==> src/rtl/reg_text_writer.sv <==
// Formats a snapshot of NUM_REGS registers as "X:0xHHHH" text lines and streams
// them into a character RAM write port, one character per accepted cycle.
module reg_text_writer #(
  parameter int NUM_REGS       = 4,
  parameter int DATA_W         = 16,
  parameter int FIRST_LINE     = 3,
  parameter int LINE_STEP      = 2,
  parameter int COL_START      = 0,
  parameter int LINE_LEN       = 12,
  parameter bit SKIP_UNCHANGED = 1'b0
) (
  input  logic                         pixel_clock,
  input  logic                         reset,
  input  logic                         refresh,
  input  logic [NUM_REGS*DATA_W-1:0]   reg_data,
  output logic [13:0]                  wr_addr,
  output logic [7:0]                   wr_data,
  output logic                         wr_en,
  input  logic                         wr_ready,
  output logic                         busy,
  output logic                         done
);

  localparam int NDIG = (DATA_W + 3) / 4;
  localparam int PW   = NDIG * 4;
  localparam int VW   = NUM_REGS * DATA_W;
  localparam int KW   = (NUM_REGS > 1) ? $clog2(NUM_REGS) : 1;

  typedef enum logic [1:0] {ST_IDLE, ST_WRITE, ST_DONE} state_t;

  state_t          state_reg, state_next;
  logic [KW-1:0]   k_reg, k_next;
  logic [6:0]      c_reg, c_next;
  logic            pending_reg, pending_next;
  logic [VW-1:0]   snapshot_reg;
  logic [VW-1:0]   shadow_reg;
  logic            start;
  logic            xfer;
  logic            last_char;
  logic [KW:0]     hit;

  // First line index >= start that must be written; MSB flags that one exists.
  // Searching combinationally lets skipped lines cost no cycles at all.
  function automatic logic [KW:0] find_line(input logic [VW-1:0] vals,
                                            input logic [VW-1:0] shad,
                                            input int            first);
    logic [KW:0] r;
    r = '0;
    for (int j = NUM_REGS - 1; j >= 0; j--) begin
      if (j >= first && (!SKIP_UNCHANGED ||
          vals[j*DATA_W +: DATA_W] != shad[j*DATA_W +: DATA_W]))
        r = {1'b1, KW'(j)};
    end
    return r;
  endfunction

  always_comb begin
    state_next   = state_reg;
    k_next       = k_reg;
    c_next       = c_reg;
    pending_next = pending_reg;
    start        = 1'b0;
    hit          = '0;
    xfer         = (state_reg == ST_WRITE) && wr_ready;
    last_char    = (c_reg == 7'(LINE_LEN - 1));
    case (state_reg)
      ST_IDLE: begin
        if (refresh || pending_reg) begin
          start        = 1'b1;
          pending_next = 1'b0;
          hit          = find_line(reg_data, shadow_reg, 0);
          c_next       = '0;
          if (hit[KW]) begin
            k_next     = hit[KW-1:0];
            state_next = ST_WRITE;
          end else begin
            state_next = ST_DONE;
          end
        end
      end
      ST_WRITE: begin
        pending_next = pending_reg | refresh;
        if (xfer) begin
          if (last_char) begin
            hit    = find_line(snapshot_reg, shadow_reg, int'(k_reg) + 1);
            c_next = '0;
            if (hit[KW]) k_next = hit[KW-1:0];
            else         state_next = ST_DONE;
          end else begin
            c_next = c_reg + 7'd1;
          end
        end
      end
      ST_DONE: begin
        pending_next = pending_reg | refresh;
        state_next   = ST_IDLE;
      end
      default: state_next = ST_IDLE;
    endcase
  end

  always_ff @(posedge pixel_clock or negedge reset) begin
    if (!reset) begin
      state_reg    <= ST_IDLE;
      k_reg        <= '0;
      c_reg        <= '0;
      pending_reg  <= 1'b0;
      snapshot_reg <= '0;
      shadow_reg   <= '0;
    end else begin
      state_reg   <= state_next;
      k_reg       <= k_next;
      c_reg       <= c_next;
      pending_reg <= pending_next;
      if (start) snapshot_reg <= reg_data;
      if (xfer && last_char)
        shadow_reg[k_reg*DATA_W +: DATA_W] <= snapshot_reg[k_reg*DATA_W +: DATA_W];
    end
  end

  logic [PW-1:0] cur_val;
  logic [3:0]    nib;
  logic [7:0]    ch;

  always_comb begin
    wr_en   = (state_reg == ST_WRITE);
    busy    = (state_reg != ST_IDLE);
    done    = (state_reg == ST_DONE);
    cur_val = PW'(snapshot_reg[k_reg*DATA_W +: DATA_W]);
    nib     = '0;
    ch      = 8'h20;
    case (c_reg)
      7'd0:    ch = 8'h41 + 8'(k_reg);
      7'd1:    ch = 8'h3A;
      7'd2:    ch = 8'h30;
      7'd3:    ch = 8'h78;
      default: begin
        if (int'(c_reg) < 4 + NDIG) begin
          nib = 4'(cur_val >> (4 * (NDIG + 3 - int'(c_reg))));
          ch  = (nib < 4'd10) ? (8'h30 + 8'(nib)) : (8'h37 + 8'(nib));
        end
      end
    endcase
    wr_data = wr_en ? ch : 8'h00;
    wr_addr = wr_en ? {7'(FIRST_LINE + int'(k_reg) * LINE_STEP), 7'(COL_START + int'(c_reg))}
                    : 14'h0000;
  end

endmodule

==> config.mk <==
export PLATFORM = sky130hd
export DESIGN_NAME = reg_text_writer
export DESIGN_NICKNAME = d
export VERILOG_FILES = /design/src/rtl/reg_text_writer.sv
export SDC_FILE = /design/constraint.sdc
export NUM_CORES = 1
export LEC_CHECK = 0
export ABC_AREA = 0
export ABC_CLOCK_PERIOD_IN_PS = 2600
export CORE_UTILIZATION = 46
export CTS_CLUSTER_DIAMETER = 150
export DETAILED_ROUTE_END_ITERATION = 12
export PLACE_DENSITY_LB_ADDON = 0.12
export RECOVER_POWER = 50
export SETUP_SLACK_MARGIN = 0.15
export SYNTH_ARGS = -nofsm -noshare
export SYNTH_HDL_FRONTEND = slang
export SYNTH_SLANG_ARGS = --single-unit
==> constraint.sdc <==
create_clock -name pixel_clock -period 2.6 [get_ports pixel_clock]
set_input_delay 0.52 -clock pixel_clock [delete_from_list [all_inputs] [get_ports pixel_clock]]
set_output_delay 0.52 -clock pixel_clock [all_outputs]
set_load 0.01 [all_outputs]
==> key figures, run 1 <==
GRT
  – Vias in the first global route: ~3000
  – GR Layer Usage met1: 28.8%
  – Initial antenna violation count: 0
  – Total gr overflow: 0
  – Largest net degree at the start of global routing: 77
  – Global-route track usage on met3: 4.50%
  – Routing usage on met2: 36.1%
  – Top Usage Layer GRT: met2
  – First-pass GRT wire length: 14.8 mm
  – GR Util All Layers: 21.7%

STA
  – Final Cycle Share: 117%
  – Final Hold Fails: 0
  – Max-slew headroom: -27.3%
  – Final period demand of the worst path: 3050 ps
  – Endpoints failing setup: 7
  – Final WS setup: -452 ps
  – Worst hold slack: roughly 500 ps
  – Max Clk Rate: around 330 MHz
  – Final Max Tran Viols: 77
  – Least-Margin Pin Slew: about 1900 ps
  – RSZ-0062 raised after global routing: true
  – Clk_skew: 6.66 ps
  – Sum Neg Setup Slack: -2200 ps

Worst setup path
  – Worst reg2reg path depth: 5
  – Crit path cell chain: buf_12 > mux4_2 > mux2i_2 > o22a_4 > ha_4 > buf_4 > o21ai_4 > a211oi_2 > buf_2
  – WP data required: 2080 ps
  – Crit-path max FO: 8
  – Worst path max stage delay: 510 ps
  – CP arrival: approximately 2500 ps
  – Delay-heaviest family, CP: multiplexers
  – R2r setup slk: 410 ps
  – Crit path depth: 9
  – CP Class: reg2out
  – Worst setup EP type: output pin
  – Type of origin of the critical path: register
  – CP max-delay cell: mux4_2
  – CP bufs+invs: 3

Yosys
  – #FFs+latches synth: 76
  – Post-synthesis mux area share: 30.5%
  – Post-synth top area share: 47.0%
  – Dominant synthesized flop cell: dfrtp_1
  – Average size of a mapped cell: 13.1 sq um
  – Distinct cell type count after synthesis: 48
  – Largest family of logic cells by synthesized area: multiplexers
  – Post-synthesis cell count: 308
  – Compound-cell area share of the yosys netlist: between 7 and 8%
  – Most frequent cell after synthesis: dfrtp_1
  – XOR/XNOR Fraction of Synth Area: 0.216%
  – Synth Area in Adders: 3.71%
  – Post-synth top area cell: dfrtp_1
  – Syn. warnings: 0
  – Async SR Flop Fraction: 100%
  – Area contributors post-synth: dfrtp_1 (47%), mux2_2 (18%), mux4_2 (6.7%), ha_1 (3.7%), mux4_1 (2.6%)
  – Netlist Area Pre-Place: ~4000 sq um
  – Post-synthesis sequential area ratio: a little under half
  – Simple-gate area share of the yosys netlist: under 10%
  – Synth top cells by count: dfrtp_1 (76), mux2_2 (64), nor2_1 (14)
  – Post-synth EDFFs: 0

Clock tree
  – Hold-fix buffers at CTS: 0
  – CTS tree: built
  – TritonCTS Buffers: 9
  – Clock Pin Slew Worst Setup and Hold Paths: 80 ps
  – Root buffer cell: clkbuf_8
  – Skew-Pair Late Insertion Delay: about 350 ps
  – H-tree levels: 3
  – CTS sink cnt: 76
  – Deepest clock path buffer count: 2

Die
  – Die W: 95.8 um
  – Num rows: 33
  – Die Y: 95.8 um
  – Die area: 9180 sq um
  – Initial cell density of the core: 48.3%
  – Ports: 93
  – Core ar.: between 8000 and 9000 sq um

Hold path
  – HP Class: reg2reg
  – Hold Path Depth: 1

Status
  – Status: finished, violations left
  – Failing checks: capacitance limit, slew limit, setup timing

Power and ir drop
  – Leakage: 2.42 nW
  – Power per cell area: 1140 nW/um^2
  – Worst vdd ir: 0.514 mV
  – Pwr Total: 6.46 mW

Routing
  – Number of vias per cell: 5.42
  – Routed len/inst: 17.0 um
  – Total number of vias: 2976
  – Post-route DRC: 0
  – DRT Wirelength: 9.31 mm
  – Routed Antenna Nets: 0
  – Drt pass-1 iters: 4
  – First DRT Iteration DRCs: around 90

Flow run
  – Max-capacitance violation count: 1

Finish
  – Largest register FFs: 64
  – ANT cells: 0
  – Layout Nets: 519
  – Layout cells sized above 1: 41.2%
  – P&R area growth vs syn: 39.9%

Placed design
  – IO buf count: 88
  – Dpl hpwl: 6.78 mm
  – Placer Congestion: ~0.84
[cell families after synthesis]
family          Yosys count
fa+ha+maj                12
simple gates             55
compound gates           42
xor+xnor                  1
other cells               1
flops                    76
buf+inv                  30
mux                      91
[through the flow]
step | area [sq um] | cells | utilization [%] | setup WS (ps)
global placement | 5310 | 521 | 63.4 | -445
CTS | 5570 | 542 | 66.4 | -478
global route | 5660 | 549 | 67.5 | -551
finish | 5660 | 549 | 67.5 | -452
floorplan | 4100 | 311 | - | -63.7
detailed placement | 5310 | 521 | 63.4 | -491
[routing by layer]
layer / part of all wire (%) / up-vias
met2: 50 / 82
met5: 0 / -
met4: 1.3 / 0
met1: 44 / 1495
met3: 4.4 / 13
li1: - / 1386
[worst paths after layout]
check	start	end
max	k_reg[0]$_DFFE_PN0P_	wr_data[4]
min	snapshot_reg[42]$_DFFE_PN0P_	snapshot_reg[42]$_DFFE_PN0P_
max reg2reg	state_reg[0]$_DFFE_PN0P_	snapshot_reg[11]$_DFFE_PN0P_
min reg2reg	snapshot_reg[42]$_DFFE_PN0P_	snapshot_reg[42]$_DFFE_PN0P_
max in group asynchronous	reset	k_reg[0]$_DFFE_PN0P_
min in group asynchronous	reset	c_reg[6]$_DFFE_PN0P_
[placed cells by master (no fill, tap or decap), types with 4 or more instances in the layout]
master / count
dfrtp_1: 74
mux2_2: 64
mux2i_1: 5
o21ai_0: 9
clkdlybuf4s50_1: 73
ha_1: 8
buf_6: 6
nand3_1: 8
clkbuf_8: 9
conb_1: 4
a21oi_1: 5
inv_1: 7
and2_1: 5
nand2_1: 11
dlymetal6s2s_1: 4
clkinvlp_4: 4
buf_2: 7
mux4_2: 16
nor2_1: 13
buf_4: 39
o21ai_1: 6
[area by class of cell]
cell class                      count  area (sq um)
Multi-Input combinational cell    205          2110
Clock inverter                      5          61.3
Tap cell                          105           131
Inverter                           11          45.0
Timing Repair Buffer              136          1270
Fill cell                         652          2720
Clock buffer                       11           131
Sequential cell                    76          1900
[what timing repair did]
action	CTS	global route
hold endpoints to repair	0	0
buffers inserted	5	7
gates resized for setup	52	16
pin swaps	10	11
setup endpoints to repair	16	14
[power by group]
part           internal, mW  switching (mW)  total, mW
combinational          1.98            1.46       3.44
sequential             1.76           0.371       2.13
clock                 0.448           0.445      0.892
(Power assumes the default switching activity.)
==> run 2: changes to the inputs <==
--- a/config.mk
+++ b/config.mk
@@ -7,6 +7,7 @@
 export LEC_CHECK = 0
 export ABC_AREA = 0
 export ABC_CLOCK_PERIOD_IN_PS = 2600
+export CORE_MARGIN = 2
 export CORE_UTILIZATION = 46
 export CTS_CLUSTER_DIAMETER = 150
 export DETAILED_ROUTE_END_ITERATION = 12
==> run 2 against run 1 <==
Against the previous run:
- the flow still finishes with violations (capacitance limit, slew limit, setup timing)
- critical path type unchanged
- fmax up 0.39%
- worst hold slack worse by 3.1 ps
- first-iteration DRC count rose by 35%
- final cell count up 0.73%
- worst setup slack better by 12 ps
- design area grew 0.29%
- core utilization shrank 1.8 points
- count of clock-buffer cells in the layout is 1 lower
==> key figures, run 2 (synthesized netlist as in run 1, its figures left out) <==
GRT
  – First-pass GRT wire length: 14.8 mm (+0.56%)
  – GR Util All Layers: 19.7% (-2.0 points)
  – Total gr overflow: 0 (unchanged)
  – Initial antenna violation count: 0 (unchanged)
  – Largest net degree at the start of global routing: 65 (-16%)
  – Vias in the first global route: 2960 (-0.67%)

Die
  – Die W: 97.8 um (+2.1%)
  – Initial cell density of the core: 46.9% (-1.4 points)
  – Num rows: 34 (+3.0%)
  – Die area: 9560 sq um (+4.2%)
  – Ports: 93 (unchanged)
  – Core ar.: 8640 sq um (+3.0%)
  – Die Y: 97.8 um (+2.1%)

Power and ir drop
  – Pwr Total: 6.49 mW (+0.46%)
  – Power per cell area: 1140 nW/um^2 (+0.17%)
  – Leakage: 2.41 nW (-0.39%)
  – Worst vdd ir: 0.592 mV (+15%)

Clock tree
  – Root buffer cell: clkbuf_8
  – Clock Pin Slew Worst Setup and Hold Paths: 80 ps (about the same)
  – TritonCTS Buffers: 9 (unchanged)
  – CTS sink cnt: 76 (unchanged)
  – CTS tree: built
  – Skew-Pair Late Insertion Delay: 350 ps (about the same)
  – H-tree levels: 3 (unchanged)
  – Deepest clock path buffer count: 2 (unchanged)

Routing
  – Post-route DRC: 0 (unchanged)
  – Drt pass-1 iters: 5 (+1)
  – Total number of vias: 2937 (-1.3%)
  – Number of vias per cell: 5.31 (-2.0%)
  – DRT Wirelength: 8.99 mm (-3.4%)
  – Routed Antenna Nets: 0 (unchanged)
  – First DRT Iteration DRCs: 123 (+35%)
  – Routed len/inst: 16.2 um (-4.1%)

Hold path
  – Hold-critical path endpoint: snapshot_reg[46]$_DFFE_PN0P_
  – HP Class: reg2reg
  – Hold_sp: snapshot_reg[46]$_DFFE_PN0P_
  – Hold Path Depth: 1 (unchanged)

STA
  – Final Max Tran Viols: 36 (-53%)
  – Worst hold slack: 505 ps (-3.14 ps)
  – Sum Neg Setup Slack: -2610 ps (-401 ps)
  – Final Hold Fails: 0 (unchanged)
  – Least-Margin Pin Slew: 1860 ps (-46.8 ps)
  – Endpoints failing setup: 7 (unchanged)
  – Max-slew headroom: -24.2% (+3.1 points)
  – Clk_skew: 9.48 ps (+2.82 ps)
  – Final Cycle Share: 117% (-0.46 points)
  – Max Clk Rate: 329 MHz (+0.39%)
  – Final WS setup: -440 ps (+11.9 ps)
  – Final period demand of the worst path: 3040 ps (-11.9 ps)
  – RSZ-0062 raised after global routing: true

Finish
  – P&R area growth vs syn: 40.3%
  – Largest register FFs: 64 (unchanged)
  – Layout Nets: 520 (+0.19%)
  – ANT cells: 0 (unchanged)
  – Commonest non-fill, non-tap cells in the layout: dfrtp_1 (75), clkdlybuf4s50_1 (75), mux2_2 (64)
  – Layout cells sized above 1: 39.3% (-1.9 points)
  – Number of fill cells: 655 (+0.46%)
  – Final cell count without fillers: 553 (+0.73%)

Worst setup path
  – Crit-path max FO: 4 (-4)
  – RR Startpoint: state_reg[0]$_DFFE_PN0P_
  – R2r endpoint: k_reg[0]$_DFFE_PN0P_
  – Worst setup EP type: output pin
  – CP Class: reg2out
  – Type of origin of the critical path: register
  – CP arrival: 2520 ps (about the same)
  – Worst reg2reg path depth: 8 (+3)
  – R2r setup slk: 440 ps (+30 ps)
  – WP data required: 2080 ps (about the same)

Placed design
  – Dpl hpwl: 6.60 mm (-2.6%)
  – IO buf count: 88 (unchanged)
  – Dpl cells: 528 (+1.3%)
  – Placer Congestion: 0.797 (-5.2%)
  – DP Worst Slack: -522 ps (-30.7 ps)

Status
  – Status: finished, violations left
  – Failing checks: capacitance limit, slew limit, setup timing

Flow run
  – Max-capacitance violation count: 1 (unchanged)
[run 2: layout make-up]
| type | instances | area [sq um] | area share [%] |
|---|---|---|---|
| clock buffers | 10 | 138 | 2.43 |
| clock inverters | 6 | 95.1 | 1.68 |
| inverters | 11 | 41.3 | 0.728 |
| multi-input cells | 205 | 2090 | 36.8 |
| flip-flops and latches | 76 | 1900 | 33.5 |
| well taps | 108 | 135 | 2.38 |
| repair buffers | 137 | 1280 | 22.5 |
[run 2: where the power goes]
group          leakage (nW)  internal, mW  switching, mW
clock network         0.111         0.577          0.467
registers             0.910          1.76          0.351
logic                  1.39          1.95           1.39
[run 2: routing by layer]
metal  part of all wire [%]  wire length (um)  GRT usage [%]  vias up
met3                    3.8               338           3.01        6
met2                     49              4440           31.2       68
li1                       -                 -              -     1390
met4                   0.80                72           8.12        0
met5                      0                 0              0        -
met1                     46              4130           27.3     1473
[run 2: worst max path at each step]
stage                              start         end  slack (ps)
floorplan           k_reg[0]$_DFFE_PN0P_  wr_data[2]         -60
global placement    k_reg[0]$_DFFE_PN0P_  wr_data[2]        -460
detailed placement  k_reg[0]$_DFFE_PN0P_  wr_data[2]        -520
CTS                 k_reg[0]$_DFFE_PN0P_  wr_data[2]        -460
global route        k_reg[0]$_DFFE_PN0P_  wr_data[2]        -600
finish              k_reg[0]$_DFFE_PN0P_  wr_data[0]        -440
[run 2: metrics by stage]
step	area, sq um	utilization, %
final	5680	65.7
after global routing	5680	65.7
after CTS	5650	65.4
after detailed placement	5350	61.9
after global placement	5350	61.9
after floorplan	4100	-
[run 2: critical path: stages, from the launching register on]
cell and delay (ps):
dfrtp_1 410, buf_4 140, buf_6 110, mux4_2 500, mux2i_1 230, o22a_2 260, a21boi_4 90, xor2_1 140
o32ai_1 120, buf_2 180
[run 2: repair_timing]
action	4_1_cts	5_1_grt
buffers inserted	6	1
pin swaps	8	2
gates cloned	1	1
endpoints found under the setup margin	18	11
resized for setup	50	6
hold buffers	0	0
==> run 3: changes to the inputs <==
--- a/config.mk
+++ b/config.mk
@@ -7,11 +7,12 @@
 export LEC_CHECK = 0
 export ABC_AREA = 0
 export ABC_CLOCK_PERIOD_IN_PS = 2600
+export CAP_MARGIN = 20
 export CORE_MARGIN = 2
 export CORE_UTILIZATION = 46
 export CTS_CLUSTER_DIAMETER = 150
 export DETAILED_ROUTE_END_ITERATION = 12
-export PLACE_DENSITY_LB_ADDON = 0.12
+export PLACE_DENSITY = 0.8
 export RECOVER_POWER = 50
 export SETUP_SLACK_MARGIN = 0.15
 export SYNTH_ARGS = -nofsm -noshare
==> run 3 against run 2 <==
Against the previous run:
- the flow still finishes with violations (capacitance limit, slew limit, setup timing)
- count of clock-buffer cells in the layout rose by 1
- global-route usage rose by 0.65 points
- largest power group unchanged
- final cell count fell by 1.1%
- sequential power barely moved
- first-iteration DRC count fell by 8.1%
- clock power barely moved
- combinational power rose by 1%
- clock skew rose by 6.7 ps
==> key figures, run 3 (synthesized netlist as in run 1, its figures left out) <==
Routing
  – Drt pass-1 iters: 4 (-1)
  – DRT Wirelength: 9.17 mm (+2.1%)
  – Routed len/inst: 16.8 um (+3.2%)
  – Total number of vias: 2931 (-0.20%)
  – Post-route DRC: 0 (unchanged)
  – Routed Antenna Nets: 0 (unchanged)
  – First DRT Iteration DRCs: 113 (-8.1%)
  – Number of vias per cell: 5.36 (+0.89%)

Finish
  – Largest register FFs: 64 (unchanged)
  – Final core occ: 65.5% (-0.26 points)
  – P&R area growth vs syn: 39.7%
  – Final instance area: 5650 sq um (-0.40%)
  – ANT cells: 0 (unchanged)
  – Layout cells sized above 1: 39.2% (-0.15 points)
  – Commonest non-fill, non-tap cells in the layout: dfrtp_1 (75), clkdlybuf4s50_1 (74), mux2_2 (64)
  – Number of fill cells: 636 (-2.9%)
  – Layout Nets: 515 (-0.96%)
  – Commonest non-fill, non-tap cell in the layout: dfrtp_1

STA
  – Clk_skew: 16.2 ps (+6.74 ps)
  – RSZ-0062 raised after global routing: true
  – Max Clk Rate: 323 MHz (-1.8%)
  – Worst hold slack: 506 ps (+0.374 ps)
  – Final Max Tran Viols: 77 (+110%)
  – Max-slew headroom: -22.2% (+2.0 points)
  – Final period demand of the worst path: 3100 ps (+55.6 ps)
  – Endpoints failing setup: 7 (unchanged)
  – Final Cycle Share: 119% (+2.1 points)
  – Final WS setup: -496 ps (-55.6 ps)
  – Least-Margin Pin Slew: 1830 ps (-30.2 ps)
  – Sum Neg Setup Slack: -2580 ps (+21.7 ps)
  – Final Hold Fails: 0 (unchanged)

Die
  – Die area: 9560 sq um (unchanged)
  – Ports: 93 (unchanged)
  – Initial cell density of the core: 46.9% (unchanged)
  – Num rows: 34 (unchanged)
  – Die W: 97.8 um (unchanged)
  – Core ar.: 8640 sq um (unchanged)
  – Die Y: 97.8 um (unchanged)

Clock tree
  – H-tree levels: 3 (unchanged)
  – CTS tree: built
  – TritonCTS Buffers: 9 (unchanged)
  – Clock Pin Slew Worst Setup and Hold Paths: 70 ps (about the same)
  – CTS sink cnt: 76 (unchanged)
  – Root buffer cell: clkbuf_8
  – Deepest clock path buffer count: 2 (unchanged)
  – Skew-Pair Late Insertion Delay: 350 ps (about the same)

Worst setup path
  – Delay-heaviest family, CP: multiplexers
  – Type of origin of the critical path: register
  – CP arrival: 2580 ps (+60 ps)
  – Worst setup EP type: output pin
  – Crit path cell chain: buf_6 > buf_12 > mux4_2 > mux2i_2 > o22a_4 > ha_4 > nand2_1 > o211ai_1 > and4b_1 > buf_2
  – Crit-path max FO: 5 (+1)
  – CP bufs+invs: 3 (unchanged)
  – Worst path max stage delay: 500 ps (about the same)
  – CP max-delay cell: mux4_2
  – CP Class: reg2out
  – WP data required: 2080 ps (about the same)

GRT
  – Vias in the first global route: 3056 (+3.2%)
  – Largest net degree at the start of global routing: 77 (+18%)
  – GR Util All Layers: 20.3% (+0.65 points)
  – First-pass GRT wire length: 15.3 mm (+2.8%)
  – Initial antenna violation count: 0 (unchanged)
  – Total gr overflow: 0 (unchanged)

Power and ir drop
  – Worst vdd ir: 0.553 mV (-6.6%)
  – Power per cell area: 1160 nW/um^2 (+1.3%)
  – Pwr Total: 6.55 mW (+0.88%)
  – Leakage: 2.40 nW (-0.34%)

Placed design
  – Dpl hpwl: 6.80 mm (+3.0%)
  – Placed Area: 5310 sq um (-0.66%)
  – Placer Congestion: 0.800 (+0.30%)
  – IO buf count: 88 (unchanged)

Status
  – Status: finished, violations left
  – Failing checks: capacitance limit, slew limit, setup timing

Flow run
  – Max-capacitance violation count: 1 (unchanged)

Hold path
  – HP Class: reg2reg
run 3: where the power goes:
part	internal [mW]	leakage, nW	total (mW)	switching [mW]
Combinational	1.95	1.38	3.38	1.44
Clock	0.635	0.114	1.05	0.417
Sequential	1.76	0.910	2.11	0.351
Total	4.34	2.40	6.55	2.21
run 3: worst paths after layout:
kind	from	depth (start not counted)	to	slack, ps
max	k_reg[0]$_DFFE_PN0P_	10	wr_data[2]	-500
min	snapshot_reg[33]$_DFFE_PN0P_	1	snapshot_reg[33]$_DFFE_PN0P_	510
max reg2reg	state_reg[0]$_DFFE_PN0P_	8	k_reg[1]$_DFFE_PN0P_	370
min reg2reg	snapshot_reg[33]$_DFFE_PN0P_	1	snapshot_reg[33]$_DFFE_PN0P_	510
max in group asynchronous	reset	1	k_reg[1]$_DFFE_PN0P_	730
min in group asynchronous	reset	1	snapshot_reg[41]$_DFFE_PN0P_	670
run 3: cell type report:
| type | instances | area [sq um] | share of cell area (%) |
|---|---|---|---|
| sequential | 76 | 1900 | 33.7 |
| clock buffer | 11 | 131 | 2.32 |
| inverter | 11 | 41.3 | 0.730 |
| clock inverter | 4 | 98.8 | 1.75 |
| multi-input combinational | 205 | 2090 | 37.1 |
| timing repair buffer | 132 | 1250 | 22.1 |
| tap | 108 | 135 | 2.39 |
run 3: worst reg2reg max path, cell delays in order (launching register included):
cell and delay, ps:
dfrtp_1 410, inv_1 100, ha_1 290, inv_1 150
nor3_1 100, nor2_1 350, nand2_1 170, a21oi_1 150
mux2_1 370
run 3: repair_timing:
item | in CTS | in global routing
hold buffers | 0 | 0
resized for setup | 55 | 8
cloned | 1 | 0
buffers inserted | 6 | 0
endpoints found under the hold margin | 0 | 0
pin swaps | 6 | 6
setup endpoints to repair | 19 | 14
run 3: per-stage QoR:
| step | setup slack (ps) | cells |
|---|---|---|
| global route | -581 | 547 |
| global placement | -496 | 525 |
| floorplan | -63.7 | 311 |
| detailed placement | -597 | 525 |
| CTS | -498 | 547 |
| finish | -496 | 547 |
run 3: layer usage:
| metal | share of wire (%) | global-route usage, % | up-vias |
|---|---|---|---|
| met5 | 0 | 0 | - |
| met4 | 2.3 | 8.23 | 0 |
| met3 | 4.9 | 4.37 | 17 |
| met2 | 48 | 31.7 | 91 |
| met1 | 45 | 28.0 | 1450 |
| li1 | - | - | 1373 |
